$ cat config.mk
export PLATFORM = sky130hd
export DESIGN_NAME = mem_stage_ctrl
export DESIGN_NICKNAME = d
export VERILOG_FILES = /design/src/rtl/mem_stage_ctrl.sv
export SDC_FILE = /design/constraint.sdc
export NUM_CORES = 1
export LEC_CHECK = 0
export ABC_AREA = 1
export CAP_MARGIN = 10
export CORE_ASPECT_RATIO = 1.75
export CORE_UTILIZATION = 48
export CTS_BUF_LIST = sky130_fd_sc_hd__clkbuf_4
export DETAILED_ROUTE_END_ITERATION = 10
export PLACE_DENSITY = 0.88
export RECOVER_POWER = 50
export SKIP_CTS_REPAIR_TIMING = 1
export SYNTH_ARGS = -nofsm -noshare
export SYNTH_HDL_FRONTEND = slang
export SYNTH_SLANG_ARGS = --single-unit
$ cat constraint.sdc
create_clock -name CLK -period 3.24 [get_ports CLK]
set_clock_uncertainty 0.05 [all_clocks]
set_input_delay 0.648 -clock CLK [delete_from_list [all_inputs] [get_ports CLK]]
set_output_delay 0.648 -clock CLK [all_outputs]
set_load 0.05 [all_outputs]
$ cat src/rtl/mem_stage_ctrl.sv
// -----------------------------------------------------------------------------
// mem_stage_ctrl
//
// Memory-stage access sequencer for a variable-latency data memory.
// A load or store seen in the M stage is registered into a request, presented
// with a req/ready handshake and (for loads) completed by rvalid. While the
// access is outstanding the F/D/E/M registers are frozen and MEM/WB receives
// bubbles. The pipeline is released for exactly one cycle (DONE), which is
// when MEM/WB captures ReadDataM. An access that does not complete within
// TIMEOUT_CYCLES cycles of REQ+WAIT is abandoned and reported as a fault.
//
// Ports
//   CLK, RST_N        clock (rising edge), asynchronous active-low reset
//   MemReqM           M-stage instruction is a load/store (held while stalled)
//   MemWriteM         1 = store, 0 = load
//   AddrM, WriteDataM byte address and store data from the M stage
//   mem_req/mem_we    request valid / request is a write
//   mem_addr/mem_wdata registered request address / store data
//   mem_ready         memory accepts the request this cycle
//   mem_rvalid/rdata  load return
//   StallM            freeze F/D/E/M pipeline registers
//   FlushW            insert a bubble into MEM/WB
//   ReadDataM         load data for MEM/WB (meaningful only in DONE)
//   FaultM            one-cycle pulse in DONE after a timeout
//   FaultSticky       set by any timeout, cleared only by reset
// -----------------------------------------------------------------------------
module mem_stage_ctrl #(
  parameter int unsigned TIMEOUT_CYCLES = 255
) (
  input  logic        CLK,
  input  logic        RST_N,
  input  logic        MemReqM,
  input  logic        MemWriteM,
  input  logic [31:0] AddrM,
  input  logic [31:0] WriteDataM,
  output logic        mem_req,
  output logic        mem_we,
  output logic [31:0] mem_addr,
  output logic [31:0] mem_wdata,
  input  logic        mem_ready,
  input  logic        mem_rvalid,
  input  logic [31:0] mem_rdata,
  output logic        StallM,
  output logic        FlushW,
  output logic [31:0] ReadDataM,
  output logic        FaultM,
  output logic        FaultSticky
);

  localparam int               CNT_W   = 16;
  localparam logic [CNT_W-1:0] TO_LAST = CNT_W'(TIMEOUT_CYCLES - 1);

  typedef enum logic [1:0] {
    S_IDLE,
    S_REQ,
    S_WAIT,
    S_DONE
  } state_t;

  state_t           state;
  state_t           state_nxt;
  logic [CNT_W-1:0] to_cnt;
  logic             start;
  logic             capture;
  logic             timeout;

  always_comb begin
    state_nxt = state;
    StallM    = 1'b0;
    FlushW    = 1'b0;
    mem_req   = 1'b0;
    start     = 1'b0;
    capture   = 1'b0;
    timeout   = 1'b0;
    case (state)
      S_IDLE: begin
        // Mealy stall: the instruction must not leave M in the cycle it is
        // first seen. Gated by RST_N so reset forces every output quiet.
        if (MemReqM && RST_N) begin
          StallM    = 1'b1;
          FlushW    = 1'b1;
          start     = 1'b1;
          state_nxt = S_REQ;
        end
      end
      S_REQ: begin
        mem_req = 1'b1;
        StallM  = 1'b1;
        FlushW  = 1'b1;
        // An accepted store is complete; an accepted load still needs its
        // data, so on the last allowed cycle only a store beats the timeout.
        if (mem_ready && mem_we) begin
          state_nxt = S_DONE;
        end else if (to_cnt == TO_LAST) begin
          timeout   = 1'b1;
          state_nxt = S_DONE;
        end else if (mem_ready) begin
          state_nxt = S_WAIT;
        end
      end
      S_WAIT: begin
        StallM = 1'b1;
        FlushW = 1'b1;
        if (mem_rvalid) begin
          capture   = 1'b1;
          state_nxt = S_DONE;
        end else if (to_cnt == TO_LAST) begin
          timeout   = 1'b1;
          state_nxt = S_DONE;
        end
      end
      S_DONE: begin
        // Pipeline advances; a MemReqM still high here is the completing
        // instruction itself and is deliberately ignored.
        state_nxt = S_IDLE;
      end
      default: begin
        state_nxt = S_IDLE;
      end
    endcase
  end

  always_ff @(posedge CLK or negedge RST_N) begin
    if (!RST_N) begin
      state       <= S_IDLE;
      mem_we      <= 1'b0;
      mem_addr    <= '0;
      mem_wdata   <= '0;
      ReadDataM   <= '0;
      FaultM      <= 1'b0;
      FaultSticky <= 1'b0;
      to_cnt      <= '0;
    end else begin
      state  <= state_nxt;
      FaultM <= timeout;
      if (timeout) begin
        FaultSticky <= 1'b1;
        ReadDataM   <= '0;
      end else if (capture) begin
        ReadDataM <= mem_rdata;
      end
      // Request fields are only loaded on entry to REQ, so they stay
      // constant for the whole handshake.
      if (start) begin
        mem_we    <= MemWriteM;
        mem_addr  <= AddrM;
        mem_wdata <= WriteDataM;
        to_cnt    <= '0;
      end else if (state == S_REQ || state == S_WAIT) begin
        to_cnt <= to_cnt + 16'd1;
      end
    end
  end

endmodule

After elaboration in Yosys (flattened, before gate mapping)
Cells that the tools add are included.

Bits in registers: 117. Input bits: 102. Logic and storage cells: 45.

$add $sub $neg: 1. Equal/unequal tests: 7. Multiplexer cells: 21. Reductions and logical operators: 8.

Operators by type and width (count): $mux W32 (2); $mux W16 (2); $add A16 B1 Y16 const B (1); $eq A16 B8 Y1 const B (1); $mux W2 (6); $mux W1 (8); $pmux W2 S4 (1); $eq A2 B2 Y1 const B (2); $ne A4 B4 Y1 const B (1); $pmux W1 S2 (2); $reduce_bool A2 Y1 (2); $ne A3 B3 Y1 const B (1); $reduce_and A3 Y1 (1); $eq A2 B1 Y1 const B (1); $logic_and A1 B1 Y1 (2); $logic_not A2 Y1 (1); $ne A2 B2 Y1 const B (1); $reduce_or A2 Y1 (1); $logic_or A1 B1 Y1 (1).

Logic depth before layout (Yosys ltp)
Gate-level depths: netlist of the first run.

Word-level depth: 5. Gate-level depth with buffers: 12. Gate-level depth less buffers: 12.

Worst setup path before layout of the first run
OpenSTA, ideal clock, no wires.

Path type: register -> output. From: register state[0]. To: output port StallM. Arrival time: 2101 ps. Required time: 2542 ps. Setup slack: 441 ps. Cell stages (with the launch flop): 9. Cell sequence: dfrtp_1 -> inv_1 -> ha_1 -> buf_6 -> inv_1 -> nand2_1 -> inv_1 -> nor2_1 -> buf_4.

Word-level cells in the longest chain between the ends: 3.

RTL lines: from (decl) (RTL line 60) `state_t state;`; from (signal assigned) (RTL line 134) `state <= state_nxt;`; $eq A2 B1 Y1 or $eq A2 B2 Y1 (tied branches); $reduce_or A2 Y1 (no source line); $pmux W1 S2 (*); to (decl) (RTL line 43) `output logic StallM,`.

Every way passes the cells marked *; elsewhere a longest branch is shown, timed or not.

Final worst setup path of the first run
From: register state[0]. To: output port FlushW.

Word-level cells in the longest chain between the ends: 3.

RTL lines: $eq A2 B1 Y1 or $eq A2 B2 Y1 (tied branches) (RTL line 75) `case (state)`; $reduce_or A2 Y1 (no source line); $pmux W1 S2 (*) (RTL line 75); to (decl) (RTL line 44) `output logic FlushW,`.

Marked as above.

==> results of run 1 <==
-- final cells by class --
type | instances | area, um2
Inverter | 27 | 101
Antenna cell | 1 | 2.50
Clock inverter | 13 | 204
Clock buffer | 19 | 143
Tap cell | 127 | 159
Fill cell | 697 | 2750
Timing Repair Buffer | 212 | 2110
Multi-Input combinational cell | 410 | 1840
Sequential cell | 117 | 2930
-- worst reg2reg max path, stage by stage, from the launching register on --
cell and delay (ns):
dfrtp_1 0.43, inv_1 0.11, ha_2 0.20, nand3_1 0.12, clkbuf_2 1.15, o21ai_0 0.37, a21oi_1 0.23
-- state kept, by name, indices dropped and copies added (netlist names) --
signal / count
mem_we: 1
ReadDataM: 32
FaultM: 1
mem_addr: 32
FaultSticky: 1
to_cnt: 16
state: 2
mem_wdata: 32
-- logic make-up after synthesis --
logic type,Yosys count
and+or+nand+nor,343
DFF,117
adders and majority gates,7
buffers and inverters,58
AOI/OAI and AO/OA,60
-- cell usage after synthesis --
library cell    number
o21ai_1              1
nand3b_1             1
a21oi_1             36
buf_6                4
a21boi_0             1
buf_4                2
ha_1                 7
nor3_4               1
dfrtp_1            117
inv_2                1
nand4_2              1
nand3_2              1
a21oi_2             10
nor2_4               2
inv_1               26
nand3_1             39
nor2_2               2
buf_1                2
nor4_1               2
nand4_1              2
nand2_2              3
or2_2                1
nor3_1               5
nor2_1              18
o22ai_1              1
buf_2                8
clkbuf_1            14
o21ai_0             11
dlymetal6s2s_1       1
nand2_1            264
and3_1               1
-- final timing paths --
check                                end  slack (ns)  cells after the start
max                               FlushW        0.25                      7
min                        mem_wdata[13]        0.43                      2
max reg2reg                    to_cnt[9]        0.52                      6
min reg2reg                mem_wdata[13]        0.43                      2
max in group asynchronous      to_cnt[1]        0.90                      3
min in group asynchronous  mem_wdata[30]        0.65                      2
-- per-layer routing --
| metal | part of all wire (%) | routed length, um | vias to the layer above | GRT usage (%) |
|---|---|---|---|---|
| met1 | 36 | 4910 | 2197 | 27.3 |
| met2 | 53 | 7210 | 203 | 45.4 |
| met4 | 3.2 | 434 | 0 | 12.1 |
| met3 | 7.8 | 1070 | 36 | 8.94 |
| li1 | - | - | 2247 | - |
| met5 | 0 | 0 | - | 0 |
-- power by group --
part / total [mW] / leakage, nW / internal (mW) / switching, mW
sequential: 2.41 / 1.48 / 2.06 / 0.357
combinational: 4.75 / 1.94 / 1.56 / 3.20
clock: 1.26 / 0.179 / 0.707 / 0.556
total: 8.43 / 3.60 / 4.32 / 4.11
-- per-stage QoR --
step | cells | util (%) | power, mW | worst slack (ns)
after floorplan | 585 | - | 5.49 | 0.441
after global placement | 893 | 69.8 | 7.06 | 0.658
after detailed placement | 893 | 69.8 | 7.18 | 0.644
after CTS | 925 | 73.2 | 8.47 | 0.138
after global routing | 926 | 73.1 | 8.85 | 0.0633
final | 926 | 73.1 | 8.43 | 0.254
==> flow_summary.toml, run 1 <==
[status]
outcome = "finished with violations"
violations = "capacitance limit, slew limit"

[detailed_routing]
num_vias = 4683
drtIter0Drc = 204
dr.pass1.iters = 4
vias_per_cell = 5.06
wl_per_cell_um = 14.7
routed_wl_um = 13600
final_antenna_net_count = 0
drc = 0

[critical_path]
crit_arrival_ns = 2.29
crit_type = "register to primary output"
r2r_start = "state[0]"
cp_slowest_cell = "ha_2"
cp_top_family = "buffers and inverters"
cp.buffers_inverters = 4
cp-end-kind = "primary output"
slowest_delay_ns = 0.47
cp_common_cell = "inv_1"
path_cells = "inv_1, ha_2, inv_1, nand2_1, inv_1, nor2_1, buf_12"
startpoint = "state[0]"
start_kind = "register"
cp.required_ns = 2.54
path_max_fanout = 12

[clock_network]
clk_latency_ns = 0.51
cts.sinks = 117
cts_max_level = 4
cts_tree = "yes"
cts_made_buffers = 17
clk_pin_slew_worst_paths_ns = 0.10
clockRootBuffer = "clkbuf_4"
clockBufferDepth = 2

[yosys]
synth_top_family_by_area = "simple AND/OR/NAND/NOR gates"
postSynthCellCount = 585
synth_area_um2 = 5050
yosysUniqueCellTypes = 31
seq_area_frac_synth_pct = 58.0
synthAdderAreaFrac_pct = 1.74
yosysTopAreaCell = "dfrtp_1"
syn_area_per_cell_um2 = 8.63
synthSimpleGateAreaFrac_pct = 28.1
synth_xor_xnor_area_share_pct = 0
synth_fp_nets = 694
ys_ff_latch = 117
synth_top_area_share_pct = 58.0
synth_compound_area_share_pct = 6.77
synthMuxAreaShare_pct = 0
yosys_warnings = 0
synthTopCellsByArea = "dfrtp_1, nand2_1, nand3_1, a21oi_1, inv_1"

[finish]
drive_above_1_share_pct = 7.89
final_common_cell = "nand2_1"
areaGrowthSynthToFinish_pct = 48.3
final_cell_mix = "nand2_1, clkdlybuf4s50_1, dfrtp_1"
postLayoutCellArea_um2 = 7480
fin_nets = 894

[power]
peakVddDrop_mv = 0.814
powerDensity_nw_per_um2 = 1130
p_leak_nw = 3.60

[grt]
antenna_found_initial = 1
globalRouteTotalUtil_pct = 25.9
gr-total-overflow = 0
grt_pass1_vias = 4622
grt_pass1_wl_um = 21500
grt_max_degree = 81

[timing]
worst_pin_slew_ns = 1.54
grt_setup_unrepaired = "no"
min_period_ns = 2.99
hold_viol = 0
slew_headroom_pct = -2.86
min_period_over_period_pct = 92.2
setup_viol = 0
timing.fmax_ghz = 0.335
finalMaxSlewViolations = 81
setup-tns-final_ns = 0
whs_ns = 0.435

[placed_design]
numPortBuffers = 203
dp_hpwl_um = 9860
dpl-instance-area_um2 = 7150
place_congestion = 0.814

[floorplan]
start_util_pct = 49.3
rows = 49
design.die.area_um2 = 10900
core-area_um2 = 10200
boundaryPins = 204
die_w_um = 79.5
fp.dieH_um = 138

[worst_hold_path]
hp-start = "mem_wdata[13]"
hp-class = "register to register"

[run]
max_cap_violations = 1
Note: power is estimated with default switching activity, not from simulation.
==> run 2, diff against run 1 <==
Settings changed: SETUP_SLACK_MARGIN set to 0.5, SLEW_MARGIN set to 15.
==> flow_summary.toml, run 2 (synthesis gave the netlist of run 1 again) <==
[detailed_routing]
num_vias = 4777
drtIter0Drc = 207
vias_per_cell = 5.14
drc = 0
wl_per_cell_um = 15.1
dr.pass1.iters = 5
routed_wl_um = 14100
final_antenna_net_count = 0

[floorplan]
core-area_um2 = 10200
start_util_pct = 49.3
die_w_um = 79.5
fp.dieH_um = 138
boundaryPins = 204
rows = 49
design.die.area_um2 = 10900

[critical_path]
path_max_fanout = 7
r2r_start = "state[1]"
worstRegToRegCells = 8
r2r_slack_ns = 0.57
cp-end-kind = "primary output"
r2r-end = "mem_wdata[27]"
start_kind = "register"
crit_type = "register to primary output"
crit_arrival_ns = 2.08
cp.required_ns = 2.54

[grt]
grt_pass1_wl_um = 22000
globalRouteTotalUtil_pct = 26.1
grt_pass1_vias = 4885
antenna_found_initial = 1
grt_max_degree = 65
gr-total-overflow = 0

[clock_network]
cts_tree = "yes"
cts_max_level = 4
clockRootBuffer = "clkbuf_4"
clockBufferDepth = 2
cts.sinks = 117
clk_latency_ns = 0.50
cts_made_buffers = 17
clk_pin_slew_worst_paths_ns = 0.10

[power]
p_leak_nw = 3.60
powerDensity_nw_per_um2 = 1120
p_total_mw = 8.31
peakVddDrop_mv = 0.712

[finish]
final_common_cell = "nand2_1"
areaGrowthSynthToFinish_pct = 47.5
drive_above_1_share_pct = 8.23
final_cell_mix = "nand2_1, clkdlybuf4s50_1, dfrtp_1"
postLayoutCellArea_um2 = 7440
reg_top3 = "ReadDataM: 32 flops, mem_addr: 32 flops, mem_wdata: 32 flops"
fillers = 748
fin_nets = 898

[timing]
worst_pin_slew_ns = 1.55
slew_headroom_pct = -3.63
setup-tns-final_ns = 0
timing.fmax_ghz = 0.360
setup_viol = 0
finalMaxSlewViolations = 65
whs_ns = 0.441
grt_setup_unrepaired = "no"
hold_viol = 0
min_period_over_period_pct = 85.6
min_period_ns = 2.77

[placed_design]
numPortBuffers = 203
dpl-instance-area_um2 = 7150
place_congestion = 0.839
dp_hpwl_um = 10100

[run]
max_cap_violations = 1

[worst_hold_path]
hp-start = "mem_wdata[20]"
hp-class = "register to register"
whs_endpoint = "mem_wdata[20]"
hold_depth = 2

[status]
outcome = "finished with violations"
violations = "capacitance limit, slew limit"
==> run 2: cell type report <==
type / instances / area (um2) / area share, %
repair buffers: 216 / 2130 / 28.7
inverters: 27 / 101 / 1.36
flip-flops and latches: 117 / 2930 / 39.3
clock inverters: 15 / 154 / 2.07
multi-input cells: 410 / 1840 / 24.7
clock buffers: 17 / 128 / 1.71
well taps: 127 / 159 / 2.13
diodes: 1 / 2.50 / 0.0336
==> run 2: how the worst max path moves through the flow <==
stage                     startpoint             to  slack (ns)  cells past startpoint
final                       state[1]         StallM        0.47                      7
after global routing        state[1]  mem_wdata[27]        0.33                      8
after CTS                   state[0]         StallM        0.16                      7
after detailed placement     MemReqM   mem_addr[24]        0.63                      7
after global placement       MemReqM  mem_wdata[10]        0.73                      7
after floorplan             state[0]         StallM        0.71                      8
==> run 2: power by group <==
part	internal (mW)	switching (mW)	total [mW]
clock network	0.461	0.590	1.05
logic	1.60	3.24	4.85
registers	2.05	0.360	2.42
==> run 2: routing by layer <==
metal / global-route usage [%] / vias up / share of wire [%]
met4: 13.2 / 0 / 4.0
li1: - / 2254 / -
met2: 45.9 / 213 / 54
met1: 27.3 / 2268 / 36
met5: 0 / - / 0
met3: 8.68 / 42 / 6.9
==> run 2: critical path, stage by stage (launching register included) <==
cell and delay [ns]:
dfrtp_1 0.39, inv_1 0.11, ha_1 0.45, inv_1 0.14, nand2_1 0.11, inv_1 0.08
nor2_4 0.15, buf_12 0.16
==> run 2: through the flow <==
| step | instances | utilization (%) | worst slack (ns) |
|---|---|---|---|
| detailed placement | 893 | 69.9 | 0.635 |
| global placement | 893 | 69.9 | 0.733 |
| CTS | 925 | 72.6 | 0.157 |
| floorplan | 585 | - | 0.713 |
| global route | 930 | 72.7 | 0.327 |
| finish | 930 | 72.7 | 0.465 |
==> run 3, diff against run 2 <==
--- a/constraint.sdc
+++ b/constraint.sdc
@@ -4,2 +4,2 @@
 set_output_delay 0.648 -clock CLK [all_outputs]
-set_load 0.05 [all_outputs]
+set_load 0.1 [all_outputs]
==> flow_summary.toml, run 3 (synthesis gave the netlist of run 1 again) <==
[status]
outcome = "finished clean"

[finish]
fin_nets = 896
drive_above_1_share_pct = 16.0
areaGrowthSynthToFinish_pct = 39.1
final_cell_mix = "nand2_1, dfrtp_1, clkdlybuf4s50_1"
n_antenna_cell = 0
fillers = 826
final_common_cell = "nand2_1"
reg_top3 = "ReadDataM: 32 flops, mem_addr: 32 flops, mem_wdata: 32 flops"

[clock_network]
cts_tree = "yes"
clk_latency_ns = 0.51
cts.sinks = 117
clockRootBuffer = "clkbuf_4"
clk_pin_slew_worst_paths_ns = 0.10
clockBufferDepth = 2
cts_made_buffers = 17
cts_max_level = 4

[critical_path]
path_cells = "inv_1, ha_1, inv_1, nand2_1, inv_1, nor2_4, buf_12"
cp-end-kind = "primary output"
cp_slowest_cell = "dfrtp_1"
cp.required_ns = 2.54
slowest_delay_ns = 0.38
path_max_fanout = 5
cp_common_cell = "inv_1"
crit_arrival_ns = 2.01
crit_type = "register to primary output"
start_kind = "register"

[detailed_routing]
drc = 0
wl_per_cell_um = 14.7
routed_wl_um = 13600
final_antenna_net_count = 0
num_vias = 4733
dr.pass1.iters = 7
drtIter0Drc = 191
vias_per_cell = 5.11

[placed_design]
dp_hpwl_um = 9820
place_congestion = 0.904
numPortBuffers = 203

[floorplan]
fp.dieH_um = 138
start_util_pct = 49.3
rows = 49
core-area_um2 = 10200
design.die.area_um2 = 10900
boundaryPins = 204
die_w_um = 79.5

[grt]
globalRouteTotalUtil_pct = 25.1
gr-max-usage-layer = "met2"
antenna_found_initial = 0
gr-total-overflow = 0
grt_pass1_wl_um = 20900
grt_pass1_vias = 4708
grt_use_met3_pct = 9.07
grt_max_degree = 82
met2_usage_pct = 42.4
met1_usage_pct = 26.9

[worst_hold_path]
hp-class = "register to register"

[timing]
grt_setup_unrepaired = "no"
worst_pin_slew_ns = 1.37
setup_viol = 0
min_period_over_period_pct = 83.7
finalMaxSlewViolations = 0
slew_headroom_pct = 8.64
setup-tns-final_ns = 0
hold_viol = 0
min_period_ns = 2.71
timing.fmax_ghz = 0.369

[run]
max_cap_violations = 0
run 3: metrics by stage:
step | utilization [%] | setup slack (ns) | instance area (um2) | hold WS, ns | std cells
3_5_place_dp | 67.4 | 0.521 | 6900 | 0.417 | 892
3_3_place_gp | 67.4 | 0.627 | 6900 | 0.413 | 892
2_1_floorplan | - | 0.546 | 5050 | 0.302 | 585
6_report | 68.6 | 0.527 | 7020 | 0.435 | 926
4_1_cts | 69.9 | 0.156 | 7160 | 0.226 | 923
5_1_grt | 68.6 | 0.371 | 7020 | 0.452 | 926
run 3: worst max-delay path, delay by kind of cell (launching register included):
| kind | cells | cell delay, ns |
|---|---|---|
| buf+inv | 4 | 0.48 |
| flops | 1 | 0.38 |
| fa+ha+maj | 1 | 0.37 |
| simple gates | 2 | 0.27 |
run 3: metal layers:
layer,part of all wire [%],routed length (um)
met5,0,0
met3,7.8,1050
met1,36,4910
met4,3.4,468
met2,53,7150
run 3: cell type report:
class                      instances  area (um2)  area share (%)
clock buffer                      19         143            2.03
clock inverter                    12         114            1.62
inverter                          27         101            1.44
multi-input combinational        410        1820            26.0
sequential                       117        2930            41.7
tap                              127         159            2.26
timing repair buffer             214        1760            25.0
run 3: worst paths after layout:
kind	slack, ns	startpoint	cells past startpoint	endpoint
max	0.53	state[1]	7	FlushW
min	0.44	FaultSticky	1	FaultSticky
max reg2reg	0.62	state[1]	7	ReadDataM[0]
min reg2reg	0.44	FaultSticky	1	FaultSticky
max in group asynchronous	0.86	RST_N	3	mem_addr[17]
min in group asynchronous	0.63	RST_N	2	mem_wdata[13]
Power of run 3 is not shown: default switching activity piles up to over one toggle a cycle in this logic, so the estimate is an artifact.
